**src/rtl/aq_lsu_fence_resp_if.sv**
```systemverilog
// -----------------------------------------------------------------------------
// aq_lsu_fence_resp_if
//   Groups the CP0 fence/sync handshake, the LSU drain-status inputs, the BIU
//   write-channel events and the responder outputs into one bundle.
//
//   Signals:
//     cp0_lsu_fence_req     CP0 -> LSU  fence request (level, held until ack)
//     cp0_lsu_sync_req      CP0 -> LSU  sync/synci request (level, held until ack)
//     sq_empty              SQ  -> LSU  store queue empty
//     wmb_empty             WMB -> LSU  write-merge buffer empty
//     ld_pipe_idle          LSU         no load in flight
//     lsu_biu_aw_issue      LSU -> BIU  write address handshake this cycle
//     biu_lsu_b_vld         BIU -> LSU  write response this cycle
//     lsu_cp0_fence_ack     LSU -> CP0  one-cycle fence acknowledge
//     lsu_cp0_sync_ack      LSU -> CP0  one-cycle sync acknowledge
//     lsu_fence_issue_stall LSU         blocks new load/store issue
//     lsu_wr_outst_full     LSU         outstanding-write counter at maximum
//     lsu_fence_cur_state   LSU         FSM state for debug / hpcp
//
//   Modports:
//     slave  - the fence responder
//     master - the surrounding environment (CP0, SQ, WMB, BIU)
// -----------------------------------------------------------------------------
interface aq_lsu_fence_resp_if;
  logic       cp0_lsu_fence_req;
  logic       cp0_lsu_sync_req;
  logic       sq_empty;
  logic       wmb_empty;
  logic       ld_pipe_idle;
  logic       lsu_biu_aw_issue;
  logic       biu_lsu_b_vld;
  logic       lsu_cp0_fence_ack;
  logic       lsu_cp0_sync_ack;
  logic       lsu_fence_issue_stall;
  logic       lsu_wr_outst_full;
  logic [2:0] lsu_fence_cur_state;

  modport slave (
    input  cp0_lsu_fence_req,
    input  cp0_lsu_sync_req,
    input  sq_empty,
    input  wmb_empty,
    input  ld_pipe_idle,
    input  lsu_biu_aw_issue,
    input  biu_lsu_b_vld,
    output lsu_cp0_fence_ack,
    output lsu_cp0_sync_ack,
    output lsu_fence_issue_stall,
    output lsu_wr_outst_full,
    output lsu_fence_cur_state
  );

  modport master (
    output cp0_lsu_fence_req,
    output cp0_lsu_sync_req,
    output sq_empty,
    output wmb_empty,
    output ld_pipe_idle,
    output lsu_biu_aw_issue,
    output biu_lsu_b_vld,
    input  lsu_cp0_fence_ack,
    input  lsu_cp0_sync_ack,
    input  lsu_fence_issue_stall,
    input  lsu_wr_outst_full,
    input  lsu_fence_cur_state
  );
endinterface

```
**src/rtl/aq_lsu_fence_resp.sv**
```systemverilog
// -----------------------------------------------------------------------------
// aq_lsu_fence_resp
//   LSU-side responder for the CP0 fence/sync handshake. On a request it stalls
//   new memory-op issue, waits for the SQ, WMB and load pipe to drain, and for
//   sync also waits for all outstanding bus writes to complete, then returns a
//   one-cycle registered acknowledge. A request that drops before the ack is an
//   abort and is never acknowledged.
//
//   Ports:
//     forever_cpuclk  LSU clock
//     cpurst_b        synchronous active-low reset
//     bus             aq_lsu_fence_resp_if.slave (handshake, drain status,
//                     BIU write events, acks, stall, debug state)
//
//   Parameters:
//     OUTST_W         width of the outstanding-bus-write counter
//
//   Build option:
//     AQ_LSU_FENCE_WAIT_BUS_EN  when defined, fence also waits in WBUS for
//                               outstanding bus writes, same as sync.
// -----------------------------------------------------------------------------
module aq_lsu_fence_resp #(
  parameter int unsigned OUTST_W = 3
) (
  input  logic                 forever_cpuclk,
  input  logic                 cpurst_b,
  aq_lsu_fence_resp_if.slave   bus
);

  typedef enum logic [2:0] {
    ST_IDLE  = 3'b000,
    ST_DRAIN = 3'b001,
    ST_WBUS  = 3'b010,
    ST_ACK   = 3'b011,
    ST_WLOW  = 3'b100
  } state_t;

`ifdef AQ_LSU_FENCE_WAIT_BUS_EN
  localparam logic FENCE_WAIT_BUS = 1'b1;
`else
  localparam logic FENCE_WAIT_BUS = 1'b0;
`endif

  localparam logic [OUTST_W-1:0] CNT_MAX = '1;

  state_t               r_state;
  state_t               w_state_nxt;
  logic                 r_is_sync;
  logic                 w_is_sync_nxt;
  logic                 r_fence_ack;
  logic                 r_sync_ack;
  logic                 r_stall;
  logic [OUTST_W-1:0]   r_outst_cnt;

  logic                 w_any_req;
  logic                 w_drained;
  logic                 w_bus_idle;

  assign w_any_req  = bus.cp0_lsu_fence_req | bus.cp0_lsu_sync_req;
  assign w_drained  = bus.sq_empty & bus.wmb_empty & bus.ld_pipe_idle;
  assign w_bus_idle = (r_outst_cnt == '0) & ~bus.biu_lsu_b_vld;

  // ---------------------------------------------------------------------------
  // Next-state logic
  // ---------------------------------------------------------------------------
  always_comb begin
    w_state_nxt   = ST_IDLE;
    w_is_sync_nxt = r_is_sync;
    case (r_state)
      ST_IDLE: begin
        // Sync wins when both requests are seen together.
        w_is_sync_nxt = bus.cp0_lsu_sync_req;
        w_state_nxt   = w_any_req ? ST_DRAIN : ST_IDLE;
      end
      ST_DRAIN: begin
        // A sync arriving on top of a pending fence upgrades it.
        if (bus.cp0_lsu_sync_req) begin
          w_is_sync_nxt = 1'b1;
        end
        if (!w_any_req) begin
          w_state_nxt = ST_IDLE;
        end else if (w_drained) begin
          w_state_nxt = (w_is_sync_nxt || FENCE_WAIT_BUS) ? ST_WBUS : ST_ACK;
        end else begin
          w_state_nxt = ST_DRAIN;
        end
      end
      ST_WBUS: begin
        if (!w_any_req) begin
          w_state_nxt = ST_IDLE;
        end else if (w_bus_idle) begin
          w_state_nxt = ST_ACK;
        end else begin
          w_state_nxt = ST_WBUS;
        end
      end
      ST_ACK: begin
        w_state_nxt = ST_WLOW;
      end
      ST_WLOW: begin
        // Hold here until CP0 drops the request so a held level is acked once.
        w_state_nxt = w_any_req ? ST_WLOW : ST_IDLE;
      end
      default: begin
        w_state_nxt = ST_IDLE;
      end
    endcase
  end

  // ---------------------------------------------------------------------------
  // State and registered outputs. Acks and stall are decoded from the next
  // state so they come straight from flops with the same timing as a decode of
  // the current state.
  // ---------------------------------------------------------------------------
  always_ff @(posedge forever_cpuclk) begin
    if (!cpurst_b) begin
      r_state     <= ST_IDLE;
      r_is_sync   <= 1'b0;
      r_fence_ack <= 1'b0;
      r_sync_ack  <= 1'b0;
      r_stall     <= 1'b0;
    end else begin
      r_state     <= w_state_nxt;
      r_is_sync   <= w_is_sync_nxt;
      r_fence_ack <= (w_state_nxt == ST_ACK) & ~w_is_sync_nxt;
      r_sync_ack  <= (w_state_nxt == ST_ACK) &  w_is_sync_nxt;
      r_stall     <= (w_state_nxt == ST_DRAIN) | (w_state_nxt == ST_WBUS) |
                     (w_state_nxt == ST_ACK);
    end
  end

  // ---------------------------------------------------------------------------
  // Outstanding bus-write counter; saturates at both ends on protocol errors.
  // ---------------------------------------------------------------------------
  always_ff @(posedge forever_cpuclk) begin
    if (!cpurst_b) begin
      r_outst_cnt <= '0;
    end else begin
      case ({bus.lsu_biu_aw_issue, bus.biu_lsu_b_vld})
        2'b10: begin
          if (r_outst_cnt != CNT_MAX) begin
            r_outst_cnt <= r_outst_cnt + 1'b1;
          end
        end
        2'b01: begin
          if (r_outst_cnt != '0) begin
            r_outst_cnt <= r_outst_cnt - 1'b1;
          end
        end
        default: begin
          r_outst_cnt <= r_outst_cnt;
        end
      endcase
    end
  end

  assign bus.lsu_cp0_fence_ack     = r_fence_ack;
  assign bus.lsu_cp0_sync_ack      = r_sync_ack;
  assign bus.lsu_fence_issue_stall = r_stall;
  assign bus.lsu_wr_outst_full     = (r_outst_cnt == CNT_MAX);
  assign bus.lsu_fence_cur_state   = r_state;

endmodule
```
**src/flat_wrapper.sv**
```systemverilog
// flat-port wrapper written by rule: the top's interface ports become plain ports
module aq_lsu_fence_resp_flat 
#(
  parameter int unsigned OUTST_W = 3
)
  (forever_cpuclk, cpurst_b, bus_cp0_lsu_fence_req, bus_cp0_lsu_sync_req, bus_sq_empty, bus_wmb_empty, bus_ld_pipe_idle, bus_lsu_biu_aw_issue, bus_biu_lsu_b_vld, bus_lsu_cp0_fence_ack, bus_lsu_cp0_sync_ack, bus_lsu_fence_issue_stall, bus_lsu_wr_outst_full, bus_lsu_fence_cur_state);
  aq_lsu_fence_resp_if bus_i ();
  input  logic forever_cpuclk;
  input  logic cpurst_b;
  input wire logic [$bits(bus_i.cp0_lsu_fence_req)-1:0] bus_cp0_lsu_fence_req;
  input wire logic [$bits(bus_i.cp0_lsu_sync_req)-1:0] bus_cp0_lsu_sync_req;
  input wire logic [$bits(bus_i.sq_empty)-1:0] bus_sq_empty;
  input wire logic [$bits(bus_i.wmb_empty)-1:0] bus_wmb_empty;
  input wire logic [$bits(bus_i.ld_pipe_idle)-1:0] bus_ld_pipe_idle;
  input wire logic [$bits(bus_i.lsu_biu_aw_issue)-1:0] bus_lsu_biu_aw_issue;
  input wire logic [$bits(bus_i.biu_lsu_b_vld)-1:0] bus_biu_lsu_b_vld;
  output wire logic [$bits(bus_i.lsu_cp0_fence_ack)-1:0] bus_lsu_cp0_fence_ack;
  output wire logic [$bits(bus_i.lsu_cp0_sync_ack)-1:0] bus_lsu_cp0_sync_ack;
  output wire logic [$bits(bus_i.lsu_fence_issue_stall)-1:0] bus_lsu_fence_issue_stall;
  output wire logic [$bits(bus_i.lsu_wr_outst_full)-1:0] bus_lsu_wr_outst_full;
  output wire logic [$bits(bus_i.lsu_fence_cur_state)-1:0] bus_lsu_fence_cur_state;
  assign bus_i.cp0_lsu_fence_req = bus_cp0_lsu_fence_req;
  assign bus_i.cp0_lsu_sync_req = bus_cp0_lsu_sync_req;
  assign bus_i.sq_empty = bus_sq_empty;
  assign bus_i.wmb_empty = bus_wmb_empty;
  assign bus_i.ld_pipe_idle = bus_ld_pipe_idle;
  assign bus_i.lsu_biu_aw_issue = bus_lsu_biu_aw_issue;
  assign bus_i.biu_lsu_b_vld = bus_biu_lsu_b_vld;
  assign bus_lsu_cp0_fence_ack = bus_i.lsu_cp0_fence_ack;
  assign bus_lsu_cp0_sync_ack = bus_i.lsu_cp0_sync_ack;
  assign bus_lsu_fence_issue_stall = bus_i.lsu_fence_issue_stall;
  assign bus_lsu_wr_outst_full = bus_i.lsu_wr_outst_full;
  assign bus_lsu_fence_cur_state = bus_i.lsu_fence_cur_state;
  aq_lsu_fence_resp #(.OUTST_W(OUTST_W)) u_core (.forever_cpuclk(forever_cpuclk), .cpurst_b(cpurst_b), .bus(bus_i));
endmodule
```
**config.mk**
```make
export PLATFORM = sky130hd
export DESIGN_NAME = aq_lsu_fence_resp_flat
export DESIGN_NICKNAME = d
export VERILOG_FILES = /design/src/rtl/aq_lsu_fence_resp_if.sv /design/src/rtl/aq_lsu_fence_resp.sv /design/src/flat_wrapper.sv
export SDC_FILE = /design/constraint.sdc
export NUM_CORES = 1
export LEC_CHECK = 0
export BUFFER_PORTS_ARGS = -buffer_cell sky130_fd_sc_hd__buf_2
export CORE_AREA = 5 5 42 44
export CTS_CLUSTER_DIAMETER = 120
export DETAILED_ROUTE_END_ITERATION = 10
export DIE_AREA = 0 0 47 49
export GPL_TIMING_DRIVEN = 0
export HOLD_SLACK_MARGIN = 0.08
export PLACE_DENSITY = 0.59
export SLEW_MARGIN = 5
export SYNTH_ARGS = -nofsm -noshare
export SYNTH_HDL_FRONTEND = slang
export SYNTH_SLANG_ARGS = --single-unit
```
**constraint.sdc**
```tcl
create_clock -name forever_cpuclk -period 2.1 [get_ports forever_cpuclk]
set_clock_uncertainty 0.1 [all_clocks]
set_input_delay 0.105 -clock forever_cpuclk [delete_from_list [all_inputs] [get_ports forever_cpuclk]]
set_output_delay 0.105 -clock forever_cpuclk [all_outputs]
set_load 0.005 [all_outputs]
```
==> impl_metrics.env, run 1 <==
export IMPL_routabilityCongestion=0.719
export IMPL_clk_insertion_delay_late_ns=0.26
export IMPL_dieHeight_um=49
export IMPL_avgSynthCellArea_um2=9.00
export IMPL_seq_area_um2=200
export IMPL_ys_types=31
export IMPL_p_seq_frac=0.518
export IMPL_viasPerCell=4.99
export IMPL_slew_violations=0
export IMPL_clkTransAtPathRegs_ns=0.06
export IMPL_drt_total_wl_um=1080
export IMPL_rsz0062_at_grt="no"
export IMPL_worst_hold_slack_ns=0.144
export IMPL_gr_total_overflow=0
export IMPL_start_kind="flip-flop"
export IMPL_dr_pass1_iters=3
export IMPL_syn_area_um2=513
export IMPL_p_comb_frac=0.181
export IMPL_max_cap_violations=0
export IMPL_antenna_cells=0
export IMPL_place_hpwl_um=799
export IMPL_dieArea_um2=2300
export IMPL_drc=0
export IMPL_p_leak_uw=0.000309
export IMPL_crit_path_end_kind="flip-flop"
export IMPL_clkPwrFrac=0.301
export IMPL_htreeDepth=1
export IMPL_synth_seq_area_share=0.390
export IMPL_grtUsageMet1=0.153
export IMPL_max_freq_ghz=0.555
export IMPL_postCtsSetupRepairBufs=0
export IMPL_tns_ns=0
export IMPL_cts_resized=0
export IMPL_worst_pin_slew_ns=0.316
export IMPL_hold_buffers=3
export IMPL_arrival_ns=1.91
export IMPL_swShare=0.265
export IMPL_status="completed"
export IMPL_fin_crit_ns=1.80
export IMPL_tritoncts="done"
export IMPL_portBuffers=15
export IMPL_vias=469
export IMPL_crit_type="flip-flop to flip-flop"
export IMPL_period_share=0.858
export IMPL_numCtsBuffers=3
export IMPL_initial_utilization=0.366
export IMPL_final_layout_size_suffix_gt1_frac=0.282
export IMPL_first_iter_violations=11
export IMPL_cts_buffer_depth=2
export IMPL_p_int_uw=306
export IMPL_yosysWarnings=0
export IMPL_setup_viol=0
export IMPL_slew_limit_headroom=0.787
export IMPL_p_switching_uw=111
export IMPL_nets=92
export IMPL_clock_root_buffer="clkbuf_4"
export IMPL_grt_pass1_vias=387
export IMPL_rows=14
export IMPL_p_per_area_nw_per_um2=630
export IMPL_core_area_um2=1400
export IMPL_cts_sinks=10
export IMPL_detail_route_antenna_nets=0
export IMPL_grt_most_used_layer="met1"
export IMPL_multiInputGateArea_um2=283
export IMPL_final_core_util=0.471
export IMPL_synth_seq_cells=10
export IMPL_worstPathRequired_ns=2.21
export IMPL_syn_nets=69
export IMPL_worstPathMaxFanout=7
export IMPL_hold_path_class="primary input to flip-flop"
export IMPL_grt_start_max_net_pins=9
export IMPL_wl_per_cell_um=11.4
export IMPL_n_fill_cell=154
export IMPL_worst_ir_drop_vdd_mv=0.359
export IMPL_groute_layer_met3_usage=0.0554
export IMPL_finalHoldViolations=0
export IMPL_ios=16
export IMPL_grt_total_usage=0.102
export IMPL_antenna_found_initial=0
export IMPL_grtUsageMet2=0.129
export IMPL_syn_inst=57
export IMPL_area_growth_pct=28.8
export IMPL_grt_pass1_wl_um=1750
export IMPL_fp_dieW_um=47
[worst paths after layout]
kind	cells after the start	from	slack [ns]	end
setup / recovery	5	u_core.r_outst_cnt[0]	0.30	u_core.r_outst_cnt[2]
hold reg to reg	2	u_core.r_is_sync	0.41	u_core.bus.lsu_cp0_sync_ack
setup reg to reg	5	u_core.r_outst_cnt[0]	0.30	u_core.r_outst_cnt[2]
hold / removal	4	bus_biu_lsu_b_vld	0.14	u_core.bus.lsu_cp0_fence_ack
[kinds of logic (layout without fill, tap and decap cells)]
logic type	count (synthesis)	count (layout)	share of synthesized area
AO/OA/AOI/OAI	20	20	0.302
AND/OR/NAND/NOR	15	15	0.144
XOR/XNOR	1	1	0.0171
flip-flops	10	10	0.390
buffers and inverters	8	29	0.0585
adder cells (fa/ha/maj)	3	3	0.0878
[layout by cell type, fill, tap and decap left out, drive strengths merged, types with 2 or more instances in the layout]
cell	count
nor2	5
o21ai	2
dlygate4sd3	3
clkbuf	3
a21oi	2
a21boi	2
nand2	3
dfxtp	10
inv	8
ha	2
o211ai	2
buf	15
[metrics by stage]
step | cells | worst slack (ns) | power, µW | instance area [µm²]
4_1_cts | 94 | 0.304 | 421 | 661
2_1_floorplan | 57 | 0.412 | 265 | 513
3_5_place_dp | 88 | 0.325 | 291 | 608
5_1_grt | 94 | 0.183 | 441 | 661
6_report | 94 | 0.299 | 416 | 661
3_3_place_gp | 88 | 0.305 | 291 | 608
[cell usage after synthesis]
cell      count  area, µm²
a211oi_1      1       7.51
o22a_1        1       8.76
and3_1        1       6.26
a211o_1       1       8.76
xnor2_1       1       8.76
nand2_1       3       11.3
a21boi_0      1       7.51
dfxtp_1      10        200
nor2_1        5       18.8
ha_1          2       25.0
nand3b_1      1       7.51
nand3_1       1       5.00
and2_1        1       6.26
a21boi_1      1       7.51
inv_1         8       30.0
o221a_2       1       11.3
nor4_1        1       6.26
a221oi_1      1       8.76
fa_1          1       20.0
o41ai_1       1       8.76
a31oi_1       1       6.26
a21o_2        1       8.76
a21bo_2       1       10.0
o31ai_1       1       7.51
o311ai_0      1       8.76
nand4_1       1       6.26
a21oi_1       2       10.0
a41o_1        1       10.0
or2_2         1       6.26
o211ai_1      2       15.0
o21ai_1       2       10.0
[sequential cells by signal, summed over array words and instances, names as in the netlist]
| register | flops |
|---|---|
| u_core.bus.lsu_cp0_sync_ack | 1 |
| u_core.bus.lsu_cp0_fence_ack | 1 |
| u_core.bus.lsu_fence_issue_stall | 1 |
| u_core.bus.lsu_fence_cur_state | 3 |
| u_core.r_outst_cnt | 3 |
| u_core.r_is_sync | 1 |
[worst max-delay path, stage by stage (launching register included)]
cell     delay [ns]
dfxtp_1        0.43
inv_1          0.12
fa_1           0.48
or2_2          0.29
a21oi_1        0.14
o221a_2        0.19
[metal layers]
layer / up-vias / routed length [µm]
li1: 252 / -
met1: 207 / 535
met2: 8 / 477
met3: 2 / 53
met4: 0 / 9
met5: - / 0
[cell type report]
type                       count  share of cell area
clock buffer                   3              0.0341
inverter                       8              0.0455
multi-input combinational     39               0.428
sequential                    10               0.303
tap                           16              0.0303
timing repair buffer          18               0.159
[power by group through the flow]
stage | logic (µW) | registers (µW) | clock network, µW
after global routing | 84.8 | 218 | 139
after global placement | 71.3 | 220 | 0
after floorplan | 48.8 | 217 | 0
after detailed placement | 71.2 | 220 | 0
final | 75.5 | 216 | 125
after CTS | 75.6 | 215 | 130
No activity file was read; power rests on OpenSTA's default activity.
==> inputs of run 2 (changes only) <==
PLACE_DENSITY = unset   (was 0.59)
PLACE_DENSITY_LB_ADDON = 0.1   (was unset)
==> run 2 against run 1 <==
  * Cell count increased by 1.1%
  * Cell area grew 2.1%
  * Fmax down 1.1%
  * Total power rose by 11%
  * Hold slack better by 0.0083 ns
  * Critical path depth unchanged
  * Non-clock buffer count did not move
  * Sequential share of layout area is 0.62 points lower
  * Register-to-register slack worse by 0.02 ns
  * First-iteration DRC count fell by 55%
==> impl_metrics.env, run 2 (same netlist as run 1, synthesis figures left out) <==
export IMPL_status="completed"
export IMPL_worst_pin_slew_ns=0.297
export IMPL_hold_buffers=3
export IMPL_numCtsBuffers=3
export IMPL_slew_violations=0
export IMPL_fin_crit_ns=1.82
export IMPL_grt_pass1_wl_um=2120
export IMPL_antenna_found_initial=0
export IMPL_crit_type="flip-flop to flip-flop"
export IMPL_crit_path_end_kind="flip-flop"
export IMPL_nets=92
export IMPL_drt_total_wl_um=1210
export IMPL_start_kind="flip-flop"
export IMPL_cpPeakStageDelay_ns=0.49
export IMPL_critical_path_slowest_cell="fa_1"
export IMPL_routabilityCongestion=0.843
export IMPL_setup_viol=0
export IMPL_portBuffers=15
export IMPL_p_per_area_nw_per_um2=686
export IMPL_rsz0062_at_grt="no"
export IMPL_htreeDepth=1
export IMPL_pre_cts_slack_ns=0.309
export IMPL_first_iter_violations=5
export IMPL_stdcell_area_um2=674
export IMPL_arrival_ns=1.93
export IMPL_period_share=0.867
export IMPL_area_growth_pct=31.5
export IMPL_grt_pass1_vias=481
export IMPL_worst_ir_drop_vdd_mv=0.308
export IMPL_path_delay_family="adder cells"
export IMPL_dr_pass1_iters=4
export IMPL_stdcell_count=95
export IMPL_cts_buffer_depth=2
export IMPL_n_fill_cell=148
export IMPL_placed_area_um2=608
export IMPL_cp_cell_sequence="inv_1, fa_1, or2_2, a21oi_1, o221a_2"
export IMPL_slew_limit_headroom=0.800
export IMPL_clk_insertion_delay_late_ns=0.26
export IMPL_crit_buf_inv=1
export IMPL_cts_resized=0
export IMPL_ios=16
export IMPL_setup_ws_ns=0.279
export IMPL_placed_cells=88
export IMPL_worst_hold_slack_ns=0.152
export IMPL_worstPathMaxFanout=7
export IMPL_antenna_cells=0
export IMPL_viasPerCell=5.16
export IMPL_clkTransAtPathRegs_ns=0.07
export IMPL_initial_utilization=0.366
export IMPL_place_hpwl_um=868
export IMPL_max_freq_ghz=0.549
export IMPL_finalHoldViolations=0
export IMPL_postCtsSetupRepairBufs=0
export IMPL_hold_path_class="primary input to flip-flop"
export IMPL_detail_route_antenna_nets=0
export IMPL_cts_sinks=10
export IMPL_drc=0
export IMPL_fp_dieW_um=47
export IMPL_tns_ns=0
export IMPL_max_cap_violations=0
export IMPL_core_area_um2=1400
export IMPL_final_layout_size_suffix_gt1_frac=0.291
export IMPL_worstPathRequired_ns=2.21
export IMPL_dieArea_um2=2300
export IMPL_final_common_cell="buf_2"
export IMPL_tritoncts="done"
export IMPL_gr_total_overflow=0
export IMPL_reg2reg_slack_ns=0.28
export IMPL_dieHeight_um=49
export IMPL_wl_per_cell_um=12.7
export IMPL_vias=490
export IMPL_grt_total_usage=0.128
export IMPL_grt_start_max_net_pins=9
export IMPL_rows=14
export IMPL_clock_root_buffer="clkbuf_4"
export IMPL_final_cell_mix="buf_2, dfxtp_1, inv_1"
export IMPL_p_leak_uw=0.000316
## run 2: worst paths after layout
check                   startpoint                      endpoint  depth (start not counted)
min              bus_biu_lsu_b_vld  u_core.bus.lsu_cp0_fence_ack                          4
max reg2reg  u_core.r_outst_cnt[0]         u_core.r_outst_cnt[2]                          5
max          u_core.r_outst_cnt[0]         u_core.r_outst_cnt[2]                          5
min reg2reg       u_core.r_is_sync   u_core.bus.lsu_cp0_sync_ack                          2
## run 2: area by class of cell
type                    instances  area, µm²  share of cell area
multi-input cells              39        283               0.419
flip-flops and latches         10        200               0.297
repair buffers                 18        105               0.156
clock buffers                   4       36.3              0.0538
inverters                       8       30.0              0.0445
well taps                      16       20.0              0.0297
## run 2: per-stage QoR
step | util | total power, µW
2_1_floorplan | - | 265
3_3_place_gp | 0.434 | 292
3_5_place_dp | 0.434 | 292
4_1_cts | 0.481 | 471
5_1_grt | 0.481 | 493
6_report | 0.481 | 463
## run 2: worst reg2reg max path, stage by stage, from the launching register on
cell,delay (ns)
dfxtp_1,0.43
inv_1,0.13
fa_1,0.49
or2_2,0.29
a21oi_1,0.15
o221a_2,0.19
## run 2: routing by layer
metal,vias to the layer above,GRT usage,routed length (µm)
met5,-,0,0
met2,12,0.201,617
met1,225,0.151,524
li1,251,-,-
met4,0,0.0553,4
met3,2,0.0443,64
## run 2: report_power, final
group          switching [µW]  internal, µW  total (µW)
Sequential               14.6           201         215
Combinational            37.5          39.0        76.6
Clock                    65.7           105         171
Total                     118           345         463
